`src/rtl/encoder_capture_buffer_if.sv`:
```
// Capture-buffer bus: encoder beat input, readback select and status/readback outputs.
// Master drives encoder beats and readback selects; slave is the capture buffer.
interface encoder_capture_buffer_if #(
  parameter int GPIO_LEN        = 32,
  parameter int LEN_CODED_BLOCK = 66,
  parameter int RAM_WIDTH_TYPE  = 4,
  parameter int RAM_ADDR_NBIT   = 5
);
  logic                       i_enable_capture;
  logic                       i_valid;
  logic [LEN_CODED_BLOCK-1:0] i_coded_block;
  logic [RAM_WIDTH_TYPE-1:0]  i_block_type;
  logic [RAM_ADDR_NBIT-1:0]   i_read_address;
  logic [1:0]                 i_slice_sel;
  logic [GPIO_LEN-1:0]        o_read_data;
  logic                       o_busy;
  logic                       o_capture_done;
  logic [RAM_ADDR_NBIT:0]     o_wr_count;

  modport master (
    output i_enable_capture, i_valid, i_coded_block, i_block_type, i_read_address, i_slice_sel,
    input  o_read_data, o_busy, o_capture_done, o_wr_count
  );

  modport slave (
    input  i_enable_capture, i_valid, i_coded_block, i_block_type, i_read_address, i_slice_sel,
    output o_read_data, o_busy, o_capture_done, o_wr_count
  );
endinterface

```
`src/rtl/encoder_capture_buffer.sv`:
```
// Arms on enable rising edge, stores valid 66b blocks + type until full; 1-cycle registered readback.
// No backpressure: beats arriving outside CAPTURE (or on the abort cycle) are dropped.
module encoder_capture_buffer #(
  parameter int GPIO_LEN        = 32,
  parameter int LEN_CODED_BLOCK = 66,
  parameter int RAM_WIDTH_TYPE  = 4,
  parameter int RAM_ADDR_NBIT   = 5
) (
  input logic                     i_clock,
  input logic                     i_reset,
  encoder_capture_buffer_if.slave cap
);
  localparam int DEPTH = 1 << RAM_ADDR_NBIT;
  localparam logic [RAM_ADDR_NBIT:0] LAST_ADDR = (RAM_ADDR_NBIT+1)'(DEPTH - 1);
  localparam logic [RAM_ADDR_NBIT:0] CNT_ONE   = (RAM_ADDR_NBIT+1)'(1);

  typedef struct packed {
    logic [RAM_WIDTH_TYPE-1:0]  blk_type;
    logic [LEN_CODED_BLOCK-1:0] coded;
  } entry_t;

  typedef enum logic [1:0] {ST_IDLE, ST_CAPTURE, ST_DONE} state_t;

  state_t                 state;
  state_t                 state_nxt;
  logic                   enable_d;
  logic                   start;
  logic                   busy;
  logic                   done;
  logic                   wr_en;
  logic [RAM_ADDR_NBIT:0] wr_count;
  logic [GPIO_LEN-1:0]    read_data;
  entry_t                 ram [DEPTH];
  entry_t                 rd_entry;

  assign start = cap.i_enable_capture & ~enable_d;

  always_ff @(posedge i_clock) begin
    if (i_reset) begin
      state    <= ST_IDLE;
      enable_d <= 1'b0;
    end else begin
      state    <= state_nxt;
      enable_d <= cap.i_enable_capture;
    end
  end

  // Abort outranks the final write so a late enable drop never fills the buffer.
  always_comb begin
    state_nxt = state;
    case (state)
      ST_IDLE:    if (start) state_nxt = ST_CAPTURE;
      ST_CAPTURE: begin
        if (!cap.i_enable_capture)                      state_nxt = ST_IDLE;
        else if (cap.i_valid && (wr_count == LAST_ADDR)) state_nxt = ST_DONE;
      end
      ST_DONE:    if (!cap.i_enable_capture) state_nxt = ST_IDLE;
      default:    state_nxt = ST_IDLE;
    endcase
  end

  always_comb begin
    busy  = (state == ST_CAPTURE);
    done  = (state == ST_DONE);
    wr_en = busy & cap.i_enable_capture & cap.i_valid;
  end

  always_ff @(posedge i_clock) begin
    if (i_reset)                         wr_count <= '0;
    else if ((state == ST_IDLE) && start) wr_count <= '0;
    else if (wr_en)                      wr_count <= wr_count + CNT_ONE;
  end

  always_ff @(posedge i_clock) begin
    if (wr_en) ram[wr_count[RAM_ADDR_NBIT-1:0]] <= {cap.i_block_type, cap.i_coded_block};
  end

  // Async array read feeding a registered output gives read-first behaviour on a same-address write.
  assign rd_entry = ram[cap.i_read_address];

  always_ff @(posedge i_clock) begin
    if (i_reset) begin
      read_data <= '0;
    end else begin
      case (cap.i_slice_sel)
        2'd0:    read_data <= rd_entry.coded[31:0];
        2'd1:    read_data <= rd_entry.coded[63:32];
        2'd2:    read_data <= {{(GPIO_LEN-RAM_WIDTH_TYPE-2){1'b0}}, rd_entry.blk_type,
                               rd_entry.coded[LEN_CODED_BLOCK-1:LEN_CODED_BLOCK-2]};
        default: read_data <= {done, busy, {(GPIO_LEN-RAM_ADDR_NBIT-3){1'b0}}, wr_count};
      endcase
    end
  end

  assign cap.o_read_data    = read_data;
  assign cap.o_busy         = busy;
  assign cap.o_capture_done = done;
  assign cap.o_wr_count     = wr_count;
endmodule

```
`src/flat_wrapper.sv`:
```
// flat-port wrapper written by rule: the top's interface ports become plain ports
module encoder_capture_buffer_flat 
#(
  parameter int GPIO_LEN        = 32,
  parameter int LEN_CODED_BLOCK = 66,
  parameter int RAM_WIDTH_TYPE  = 4,
  parameter int RAM_ADDR_NBIT   = 5
)
  (i_clock, i_reset, cap_i_enable_capture, cap_i_valid, cap_i_coded_block, cap_i_block_type, cap_i_read_address, cap_i_slice_sel, cap_o_read_data, cap_o_busy, cap_o_capture_done, cap_o_wr_count);
  encoder_capture_buffer_if #(.GPIO_LEN(GPIO_LEN), .LEN_CODED_BLOCK(LEN_CODED_BLOCK), .RAM_WIDTH_TYPE(RAM_WIDTH_TYPE), .RAM_ADDR_NBIT(RAM_ADDR_NBIT)) cap_i ();
  input logic i_clock;
  input logic i_reset;
  input wire logic [$bits(cap_i.i_enable_capture)-1:0] cap_i_enable_capture;
  input wire logic [$bits(cap_i.i_valid)-1:0] cap_i_valid;
  input wire logic [$bits(cap_i.i_coded_block)-1:0] cap_i_coded_block;
  input wire logic [$bits(cap_i.i_block_type)-1:0] cap_i_block_type;
  input wire logic [$bits(cap_i.i_read_address)-1:0] cap_i_read_address;
  input wire logic [$bits(cap_i.i_slice_sel)-1:0] cap_i_slice_sel;
  output wire logic [$bits(cap_i.o_read_data)-1:0] cap_o_read_data;
  output wire logic [$bits(cap_i.o_busy)-1:0] cap_o_busy;
  output wire logic [$bits(cap_i.o_capture_done)-1:0] cap_o_capture_done;
  output wire logic [$bits(cap_i.o_wr_count)-1:0] cap_o_wr_count;
  assign cap_i.i_enable_capture = cap_i_enable_capture;
  assign cap_i.i_valid = cap_i_valid;
  assign cap_i.i_coded_block = cap_i_coded_block;
  assign cap_i.i_block_type = cap_i_block_type;
  assign cap_i.i_read_address = cap_i_read_address;
  assign cap_i.i_slice_sel = cap_i_slice_sel;
  assign cap_o_read_data = cap_i.o_read_data;
  assign cap_o_busy = cap_i.o_busy;
  assign cap_o_capture_done = cap_i.o_capture_done;
  assign cap_o_wr_count = cap_i.o_wr_count;
  encoder_capture_buffer #(.GPIO_LEN(GPIO_LEN), .LEN_CODED_BLOCK(LEN_CODED_BLOCK), .RAM_WIDTH_TYPE(RAM_WIDTH_TYPE), .RAM_ADDR_NBIT(RAM_ADDR_NBIT)) u_core (.i_clock(i_clock), .i_reset(i_reset), .cap(cap_i));
endmodule
```
`config.mk`:
```
export PLATFORM = sky130hd
export DESIGN_NAME = encoder_capture_buffer_flat
export DESIGN_NICKNAME = d
export VERILOG_FILES = /design/src/rtl/encoder_capture_buffer_if.sv /design/src/rtl/encoder_capture_buffer.sv /design/src/flat_wrapper.sv
export SDC_FILE = /design/constraint.sdc
export NUM_CORES = 2
export LEC_CHECK = 0
export ABC_AREA = 1
export CORE_MARGIN = 8
export CORE_UTILIZATION = 40
export CTS_BUF_LIST = sky130_fd_sc_hd__clkbuf_8 sky130_fd_sc_hd__clkbuf_16
export CTS_CLUSTER_SIZE = 12
export DETAILED_ROUTE_END_ITERATION = 7
export SYNTH_ARGS = -nofsm -noshare
export SYNTH_HDL_FRONTEND = slang
export SYNTH_SLANG_ARGS = --single-unit
```
`constraint.sdc`:
```
create_clock -name i_clock -period 7.11 [get_ports i_clock]
set_input_delay 1.422 -clock i_clock [delete_from_list [all_inputs] [get_ports i_clock]]
set_output_delay 1.422 -clock i_clock [all_outputs]
set_load 0.02 [all_outputs]
```
==> out/metrics.csv <==
metric,value,unit
status,finished with violations,
failing checks,max-slew violations,
GP Congestion,0.7844,
Area growth syn-to-layout,11.93,%
clk_lat worst skew,0.84,ns
TritonCTS Buffers,225,
"Period Utilization, post-route",59.25,%
core area,226800,um^2
Filler cells,20490,
unrepaired setup endpoints after global routing,false,
Via density,5.596,
initial antenna violation count,20,
Post-Syn Area,91040,um^2
Initial Util,40.13,%
#FFs+latches synth,2281,
Leak,35.61,nW
CP required,7.84,ns
syn avg cell area,12.12,um^2
count of warnings emitted by yosys,0,
Synth area leaders,"edfxtp_1 (74%), nand3_1 (11%), nand2_1 (11%), buf_2 (1.6%), dfxtp_1 (0.90%)",
DRC,0,
Synth area leader,edfxtp_1,
Via Count,59590,
die height,493.1,um
startpoint types,primary input,
Final Setup Violations,0,
min-delay worst type,flop to flop,
Max Clk Rate,237.4,MHz
sequential-to-total area share from yosys stat,74.79,%
worst-case clock buffer depth,3,
Post-synth EDFFs,2240,
critical path arrival,4.94,ns
Post-Synthesis Cells,7509,
DRT iter0 DRCs,7915,
post-synth top area share,73.88,%
CTS root buffer,clkbuf_16,
Pins Over Slew Limit,167,
asr flop ratio synth,0,%
Fin. Hold Viols,0,
share of cells above drive strength 1,5.385,%
GRT Util Overall,21.41,%
"Reg clk slew, reported paths",0.06,ns
worst-path maximum fanout,262,
vias in the first global route,56460,
Worst Setup End Kind,flop,
Setup Crit Path Kind,primary input to flop,
post-DP HPWL,124500,um
VDD IR max,0.0002056,V
H-tree levels,4,
PwrDens,267.6,nW/um^2
CTS Sinks,2281,
Post-Syn Nets,7594,
Layout Skew,0.05915,ns
Resized Gates After CTS,0,
worst slew pin tran,1.836,ns
Routed WL per cell,25.33,um
nets,7553,
Ports,121,
final wirelength,269800,um
GR Overflow Total,0,
FF/Latch Area,68090,um^2
cts hold-fix bufs,0,
Port Buf Inserts,120,
largest net degree at the start of global routing,263,
Main synth FF type,edfxtp_1,
drt pass-1 iters,6,
setup bufs post-CTS,0,
max cap viols,0,
Routed Antenna Nets,0,
multi-input logic area,20560,um^2
Die Area,243100,um^2
"Power, Total",27.27,mW
Worst slew margin,-22.43,%
CTS tree,done,
first-pass GRT wire length,391200,um
Util after Layout,44.92,%
fin crit period,4.212,ns
Synth cell types,26,
"leading cell types in the layout, fill and taps excluded","nand2_1 (2,588), edfxtp_1 (2,240), nand3_1 (1,967)",
chip width,493.1,um
"most common cell after layout, fill and taps aside",nand2_1,
# rows,175,
-- cells by family (layout without fill, tap and decap cells) --
| logic type | Yosys count | after routing | share of synthesized area [%] |
|---|---|---|---|
| buffers and inverters | 519 | 643 | 2.900 |
| AOI/OAI and AO/OA | 84 | 84 | 0.4851 |
| DFF | 2281 | 2281 | 74.79 |
| adders and majority gates | 4 | 4 | 0.05498 |
| other | 0 | 6 | 0 |
| and+or+nand+nor | 4621 | 4621 | 21.77 |
-- worst paths after layout --
check	startpoint	to	slack (ns)	cells after the start
worst max-delay path	cap_i_read_address[0]	u_core.cap.o_read_data[30]	2.90	13
worst min-delay path	u_core.enable_d	u_core.state[0]	0.55	3
worst max register to register	u_core.state[1]	u_core.ram[20][48]	3.72	8
worst min register to register	u_core.enable_d	u_core.state[0]	0.55	3
-- layer usage --
| metal | track usage (%) | vias to the layer above | part of all wire [%] |
|---|---|---|---|
| met5 | 0 | - | 0.034 |
| met4 | 5.765 | 14 | 2.9 |
| met3 | 3.773 | 461 | 8.9 |
| met2 | 33.53 | 2824 | 46 |
| met1 | 30.98 | 29730 | 43 |
| li1 | - | 26560 | - |
-- final cells by class --
type | count | share of cell area (%)
repair buffers | 223 | 2.602
clock inverters | 149 | 0.7121
well taps | 3009 | 3.694
inverters | 28 | 0.1437
flip-flops and latches | 2281 | 66.81
diodes | 6 | 0.01473
multi-input cells | 4709 | 20.18
clock buffers | 243 | 5.846
-- cells in the mapped netlist (14+ instances only) --
cell	number
a21oi_1	48
buf_1	49
buf_2	295
buf_4	53
buf_6	14
clkbuf_1	79
dfxtp_1	41
edfxtp_1	2240
inv_1	23
nand2_1	2588
nand3_1	1967
nor2_1	57
-- worst max-delay path, stage by stage --
cell and delay [ns]:
buf_8 0.43, inv_16 0.24, buf_12 0.63, nand2_1 0.25, nand3_1 0.09, nand3_1 0.11, nand3_1 0.09, nand3_1 0.21
nand2_1 0.08, nand2_1 0.06, nand3_1 0.11, nand2_1 0.11, inv_1 0.05
-- stage by stage --
stage	std cells	hold slack [ns]	setup WS (ns)	area, um^2	TNS, ns
after floorplan	7509	0.5068	-0.2735	91040	-43.97
after global placement	10250	0.5318	2.216	95220	0
after detailed placement	10250	0.5413	2.208	95220	0
after CTS	10640	0.5529	3.107	101900	0
after global routing	10640	0.5887	2.951	101900	0
final	10650	0.5513	2.898	101900	0
-- registers in the layout, summed over array words and instances, names as in the netlist --
| register | flops |
|---|---|
| u_core.ram | 2240 |
| u_core.state | 2 |
| u_core.cap.o_read_data | 32 |
| u_core.enable_d | 1 |
| u_core.cap.o_wr_count | 6 |
-- power by group --
part / internal, mW / switching (mW)
Sequential: 14.8 / 0.0130
Combinational: 0.396 / 1.14
Clock: 6.00 / 4.92
Total: 21.2 / 6.08
(Power assumes the default switching activity.)
